===== config.mk =====
export PLATFORM = sky130hd
export DESIGN_NAME = serial_bit_feeder
export DESIGN_NICKNAME = d
export VERILOG_FILES = /design/src/rtl/serial_bit_feeder.sv
export SDC_FILE = /design/constraint.sdc
export NUM_CORES = 1
export LEC_CHECK = 0
export BUFFER_PORTS_ARGS = -buffer_cell sky130_fd_sc_hd__buf_2
export CAP_MARGIN = 20
export CORE_MARGIN = 5
export CORE_UTILIZATION = 58
export DETAILED_ROUTE_END_ITERATION = 12
export PLACE_DENSITY = 0.81
export SLEW_MARGIN = 20
export SYNTH_ARGS = -nofsm -noshare
export SYNTH_HDL_FRONTEND = slang
export SYNTH_SLANG_ARGS = --single-unit
export TNS_END_PERCENT = 50

===== constraint.sdc =====
create_clock -name clk -period 3.1 [get_ports clk]
set_input_delay 0.465 -clock clk [delete_from_list [all_inputs] [get_ports clk]]
set_output_delay 0.465 -clock clk [all_outputs]
set_load 0.01 [all_outputs]

===== src/rtl/serial_bit_feeder.sv =====
// serial_bit_feeder: parallel-to-serial front end for the "101" pattern detector.
// Words arrive over a valid/ready handshake into a one-word holding buffer and are
// shifted out one bit per clock. The buffer lets the next word queue up while the
// current one shifts, so consecutive words stream with no idle gap. When nothing is
// shifting the serial line sits at IDLE_BIT so the detector always sees a defined level.

module serial_bit_feeder #(
    parameter int WIDTH     = 8,
    parameter bit MSB_FIRST = 1'b1,
    parameter bit IDLE_BIT  = 1'b0
) (
    input  logic             clk,
    input  logic             rstn,
    input  logic [WIDTH-1:0] din,
    input  logic             din_valid,
    output logic             din_ready,
    output logic             dataout,
    output logic             dataout_valid,
    output logic             busy,
    output logic             word_done
);

    localparam int              CNT_W    = $clog2(WIDTH);
    localparam logic [CNT_W-1:0] CNT_LAST = CNT_W'(WIDTH - 1);
    localparam logic [CNT_W-1:0] CNT_ONE  = CNT_W'(1);

    typedef enum logic {
        ST_IDLE  = 1'b0,
        ST_SHIFT = 1'b1
    } state_t;

    state_t           state_q, state_d;
    logic [WIDTH-1:0] hold_q, hold_d;
    logic             hold_full_q, hold_full_d;
    logic [WIDTH-1:0] shreg_q, shreg_d;
    logic [CNT_W-1:0] cnt_q, cnt_d;

    logic din_ready_q, din_ready_d;
    logic dataout_q, dataout_d;
    logic dataout_valid_q, dataout_valid_d;
    logic busy_q, busy_d;
    logic word_done_q, word_done_d;

    logic accept;
    logic last_bit;
    logic load;

    // Next-state logic: handshake capture, hold->shift transfer, shifting, and the
    // registered status outputs derived from the state that the edge will produce.
    always_comb begin
        accept   = din_valid && din_ready_q;
        last_bit = (state_q == ST_SHIFT) && (cnt_q == CNT_LAST);
        load     = hold_full_q && ((state_q == ST_IDLE) || last_bit);

        state_d = state_q;
        shreg_d = shreg_q;
        cnt_d   = cnt_q;

        hold_d      = accept ? din : hold_q;
        hold_full_d = accept | (hold_full_q & ~load);

        if (load) begin
            shreg_d = hold_q;
            cnt_d   = '0;
            state_d = ST_SHIFT;
        end else if (last_bit) begin
            state_d = ST_IDLE;
        end else if (state_q == ST_SHIFT) begin
            if (MSB_FIRST) begin
                shreg_d = {shreg_q[WIDTH-2:0], 1'b0};
            end else begin
                shreg_d = {1'b0, shreg_q[WIDTH-1:1]};
            end
            cnt_d = cnt_q + CNT_ONE;
        end

        din_ready_d     = ~hold_full_d;
        dataout_valid_d = (state_d == ST_SHIFT);
        busy_d          = (state_d == ST_SHIFT) | hold_full_d;
        word_done_d     = (state_d == ST_SHIFT) && (cnt_d == CNT_LAST);
        if (state_d == ST_SHIFT) begin
            dataout_d = MSB_FIRST ? shreg_d[WIDTH-1] : shreg_d[0];
        end else begin
            dataout_d = IDLE_BIT;
        end
    end

    // State and output registers; reset drops any partial word and the buffered word.
    always_ff @(posedge clk or negedge rstn) begin
        if (!rstn) begin
            state_q         <= ST_IDLE;
            hold_q          <= '0;
            hold_full_q     <= 1'b0;
            shreg_q         <= '0;
            cnt_q           <= '0;
            din_ready_q     <= 1'b1;
            dataout_q       <= IDLE_BIT;
            dataout_valid_q <= 1'b0;
            busy_q          <= 1'b0;
            word_done_q     <= 1'b0;
        end else begin
            state_q         <= state_d;
            hold_q          <= hold_d;
            hold_full_q     <= hold_full_d;
            shreg_q         <= shreg_d;
            cnt_q           <= cnt_d;
            din_ready_q     <= din_ready_d;
            dataout_q       <= dataout_d;
            dataout_valid_q <= dataout_valid_d;
            busy_q          <= busy_d;
            word_done_q     <= word_done_d;
        end
    end

    assign din_ready     = din_ready_q;
    assign dataout       = dataout_q;
    assign dataout_valid = dataout_valid_q;
    assign busy          = busy_q;
    assign word_done     = word_done_q;

endmodule


# After elaboration in Yosys (flattened, before gate mapping)
# Index checks and enable logic that the tools add are counted.
op_classes:
  bitwise_logic: 6
  n_reduce_logical: 7
  eq_ne: 3
  mux: 9
  add_sub_neg: 1
op_table:
  columns: ["cell", "count"]
  rows:
  - ["8-bit two-way mux", 3]
  - ["3-bit two-way mux", 3]
  - ["3-bit == test (second input constant)", 2]
  - ["1-bit logical AND", 4]
  - ["3-bit by 1-bit adder with 3-bit output (second input constant)", 1]
  - ["1-bit two-way mux", 3]
  - ["1-bit inverter", 3]
  - ["2-bit by 1-bit inequality test with 1-bit output (second input constant)", 1]
  - ["1-bit OR", 2]
  - ["2-bit AND reduction", 1]
  - ["2-bit nonzero test", 1]
  - ["1-bit bitwise AND", 1]
  - ["1-bit logical OR", 1]
totals:
  ff_bits: 25
  in_bits: 11
  output_inout_bits: 5

# Depth between registers and ports, before layout
logic_depth:
  ltp_word: 8
  ltp_mapped: 6
  ltp_nobuf: 5

# Worst setup path after synthesis
# Ideal clock, no wire load.
synth_path:
  path_type: "register -> register"
  start: "reg cnt_q[0]"
  end: "reg shreg_q[7]"
  setup_ns: 0.128
  required_time_ns: 2.972
  slack_ns: 1.541
  stages_incl_launch_ff: 7
  synth_period_minus_slack_ns: 1.559
  t_arrival_ns: 1.431
  path_cell_list: "dfrtp_1 ha_1 ha_1 and2b_1 buf_6 mux2i_1 mux2i_1"
synth_via:
  elab_chain_len: 5
synth_rtl:
  columns: ["element", "line_no", "rtl"]
  rows:
  - ["from (decl)", "36", "logic [CNT_W-1:0] cnt_q, cnt_d;"]
  - ["from (signal assigned)", "106", "cnt_q <= cnt_d;"]
  - ["3-bit == test *", "52", "last_bit = (state_q == ST_SHIFT) && (cnt_q == CNT_LAST);"]
  - ["1-bit logical AND *", "52", null]
  - ["1-bit logical OR", "53", "load = hold_full_q && ((state_q == ST_IDLE) || last_bit);"]
  - ["1-bit logical AND", "53", null]
  - ["8-bit two-way mux *", "62", "if (load) begin"]
  - ["net shreg_d[7]", "35", "logic [WIDTH-1:0] shreg_q, shreg_d;"]
  - ["to (signal assigned)", "105", "shreg_q <= shreg_d;"]
  - ["to (decl)", "35", null]
# The timed path passes the listed nets; every way through them passes the cells marked *. The select of a mux whose other input is x is not followed.
# A chain may end at the register's enable or synchronous reset.

# Final worst setup path
# Ends and elaborated chain as after synthesis.

==> results.md <==
| Group | Parameter | Value |
|:---|:---|:---|
| outcome | Result of the run | finished clean |
| drt | Number of routed nets with antenna violations | 0 |
| grt | Global-route wire length before repair | 3240 um |
| synthesis | EDFF count, synth | 0 |
| sta | Slew at the pin closest to its max-slew limit | 0.535 ns |
| cts | Number of buffers added by the clock tree synthesis step | 3 |
| sta | Final hold violation count | 0 |
| sta | Relative slew slack | 0.643 |
| cts | Clock transition at path regs | 0.12 ns |
| critical path | Reg2reg start | cnt_q[0] |
| cts | Root buf cell | sky130_fd_sc_hd__clkbuf_4 |
| critical path | Type of element launching the critical path | register |
| synthesis | Number of instances in the synthesized netlist | 89 |
| final layout | Fraction of final layout cells sized beyond drive strength 1 | 0.298 |
| cts | Clock latency at the later pin of the worst-skew pair | 0.31 ns |
| sta | Portion of the clock cycle consumed by the worst path in the final layout | 0.607 |
| grt | Overall global routing resource usage | 0.159 |
| final layout | Area growth syn-to-layout | 9.18% |
| die | DIE HEIGHT | 53.3 um |
| critical path | Cells on worst reg2reg path | 5 |
| grt | Total gr overflow | 0 |
| power and ir drop | Worst IR drop on VDD | 0.000663 V |
| cts | Clock Path Buffers | 2 |
| place | Number of input and output port buffers inserted | 15 |
| die | Starting density of the core | 0.618 |
| drt | Average vias per placed instance | 5.51 |
| synthesis | Count of different cell masters after synthesis | 23 |
| final layout | Fill cell instance count of the final layout | 164 |
| grt | Antenna violations before repair | 0 |
| power and ir drop | Sequential group share of total power | 0.477 |
| critical path | Critical path capture point type | register |
| cts | Total number of H-tree levels | 1 |
| cts | Cts-stage hold buffer count | 0 |
| synthesis | Number of warnings issued by yosys | 0 |
| synthesis | Post-synthesis instance area | 1090 um2 |
| grt | Vias in the first global route | 723 |
| grt | Maximum number of pins on one net before global-route repair | 26 |
| drt | Final wirelength | 1860 um |
| drt | Drt first-iter violations | 13 |
| die | # IOs | 16 |
| power and ir drop | Pleak | 0.000572 uW |
| synthesis | Synthesized net count | 103 |
| power and ir drop | Power per cell area | 1010 nW/um2 |
| run | Max-cap violations | 0 |
| power and ir drop | Internal power summed over all cells | 748 uW |
| drt | Iteration count of the initial detailed-routing pass | 4 |
| synthesis | Most used flip-flop cell after synthesis | sky130_fd_sc_hd__dfrtp_1 |
| die | Chip width | 53.3 um |
| critical path | Top fanout value on the critical path | 8 |
| final layout | Antenna Cells | 0 |
| place | Placed inst area | 1160 um2 |
| sta | Setup violation total in the final timing report | 0 |
| place | GP Congestion | 0.744 |
| power and ir drop | Switching fraction of total power | 0.375 |
| sta | Unrepaired setup endpoints after global routing | false |
| cts | Count of clock tree sinks | 25 |
| synthesis | Top cells by area, synth | sky130_fd_sc_hd__dfrtp_1 55%, sky130_fd_sc_hd__mux2_2 8.3%, sky130_fd_sc_hd__mux2i_1 7.3% |
| cts | Clock tree from TritonCTS | done |
| die | Total number of placement rows | 15 |
| final layout | Layout Cells excl Fill | 129 |
| final layout | Area of the multi-input gates | 415 um2 |
| cts | Quantity of gates resized following cts | 0 |
| critical path | Critical Path Start | cnt_q[0] |
| sta | Worst clock skew | 0.00159 ns |
| drt | Total via count after detailed routing | 711 |
| die | Total core area | 1760 um2 |
| critical path | Worst reg2reg endpoint | shreg_q[7] |
| sta | Max Freq | 531 MHz |
| drt | Residual DRC count | 0 |
| final layout | FF/Latch Area | 627 um2 |
| critical path | Setup slack of the most critical reg-to-reg path | 1.22 ns |
| critical path | Data required time at the worst endpoint | 3.30 ns |
| die | Overall die area | 2850 um2 |
| place | HPWL after detailed placement | 1390 um |
| power and ir drop | Clock group share of total power | 0.116 |
| critical path | Crit path DAT | 2.08 ns |
| critical path | Last element of the critical path | shreg_q[7] |
| place | Cells after DPL | 125 |
| synthesis | Biggest area consumer among synthesized cells | sky130_fd_sc_hd__dfrtp_1 |
| synthesis | Post-synthesis average cell area | 12.2 um2 |
| synthesis | Async SR Flop Fraction | 1.00 |
| cts | Setup fix buffers added after clock tree synthesis | 0 |
| critical path | Kind of critical path | register to register |
| synthesis | Post-synthesis sequential element count | 25 |
| final layout | Total Nets Final | 119 |
| drt | Average detailed-routed wire length per instance | 14.4 um |
| power and ir drop | Power share of the combinational group | 0.407 |
| worst hold path | Min-delay worst type | input pin to async pin |
| synthesis | Post-synthesis sequential area ratio | 0.575 |
| sta | Final critical path time including I/O delays and setup | 1.88 ns |
| power and ir drop | Switching component of the power | 449 uW |
| final layout | Post-route cell area | 1190 um2 |
| sta | Count of final max-slew check failures | 0 |
| synthesis | Area share of the largest cell type after synthesis | 0.551 |
| sta | Total negative slack for setup checks | 0 ns |
## stage by stage
| step | total power (uW) | hold slack [ns] | worst slack [ns] | utilization |
|---|---|---|---|---|
| 2_1_floorplan | 968 | 0.169 | 1.54 | - |
| 3_3_place_gp | 1030 | 0.473 | 1.36 | 0.660 |
| 3_5_place_dp | 1070 | 0.479 | 1.25 | 0.660 |
| 4_1_cts | 1210 | 0.128 | 1.23 | 0.674 |
| 5_1_grt | 1290 | 0.142 | 1.13 | 0.674 |
| 6_report | 1200 | 0.115 | 1.22 | 0.674 |
## Yosys cell counts (2+ instances only)
| library cell | n |
|---|---|
| sky130_fd_sc_hd__nor2_1 | 2 |
| sky130_fd_sc_hd__inv_1 | 3 |
| sky130_fd_sc_hd__ha_1 | 3 |
| sky130_fd_sc_hd__dfrtp_1 | 24 |
| sky130_fd_sc_hd__a21oi_1 | 2 |
| sky130_fd_sc_hd__buf_2 | 2 |
| sky130_fd_sc_hd__mux2i_1 | 8 |
| sky130_fd_sc_hd__buf_6 | 2 |
| sky130_fd_sc_hd__nand3_1 | 9 |
| sky130_fd_sc_hd__o21ai_1 | 9 |
| sky130_fd_sc_hd__nand2_1 | 6 |
| sky130_fd_sc_hd__mux2_2 | 8 |
## cell families (layout without fill, tap and decap cells)
group                      after synthesis  count (layout)  synth area share
AOI/OAI and AO/OA                       13              13            0.0666
xor gates and xnor gates                 1               1           0.00804
adders and majority gates                3               3            0.0344
buffers and inverters                    8              23            0.0436
DFF                                     25              25             0.575
muxes                                   16              16             0.156
and+or+nand+nor                         23              23             0.116
## power by group through the flow
stage / registers [uW] / clock network, uW / logic, uW
after detailed placement: 579 / 0 / 491
after floorplan: 549 / 0 / 419
after CTS: 571 / 144 / 493
after global placement: 569 / 0 / 460
final: 571 / 139 / 487
after global routing: 590 / 162 / 540
## routing by layer
metal	part of all wire	global-route usage
met1	0.43	0.191
met5	0	0
met2	0.51	0.278
met3	0.054	0.0338
met4	0.0064	0.0511
## worst min-delay path by stage
stage	endpoint	depth (start not counted)
after floorplan	busy	0
after CTS	shreg_q[3]	1
after detailed placement	cnt_q[2]	1
final	word_done	1
after global placement	word_done	1
after global routing	cnt_q[2]	1
## flip-flops by register name, indices dropped and copies added (netlist names)
name           flops
busy               1
cnt_q              3
dataout            1
dataout_valid      1
din_ready          1
hold_full_q        1
hold_q             8
shreg_q            8
word_done          1
## final cells by class
type / count / share of cell area
inverter: 4 / 0.0126
multi-input combinational: 56 / 0.349
tap: 25 / 0.0263
sequential: 25 / 0.527
timing repair buffer: 15 / 0.0631
clock buffer: 4 / 0.0221
## worst max-delay path, cell delays in order, from the launching register on
cell	delay, ns
sky130_fd_sc_hd__dfrtp_1	0.45
sky130_fd_sc_hd__ha_1	0.24
sky130_fd_sc_hd__ha_1	0.22
sky130_fd_sc_hd__and2b_1	0.47
sky130_fd_sc_hd__mux2i_1	0.30
sky130_fd_sc_hd__mux2i_1	0.10
## layout by cell type (no fill, tap or decap), drive strengths merged
cell	Yosys	layout
and2b	1	1
o221ai	1	1
a21oi	2	2
nor2	2	2
mux2i	8	8
inv	4	4
buf	4	15
o21ai	9	9
nand2b	2	2
nand2	6	6
and2	1	1
nand3b	1	1
ha	3	3
nand3	9	9
nor4	1	1
xnor2	1	1
clkbuf	0	4
dfstp	1	1
dfrtp	24	24
mux2	8	8
o22a	1	1
No activity file was read; power rests on OpenSTA's default activity.
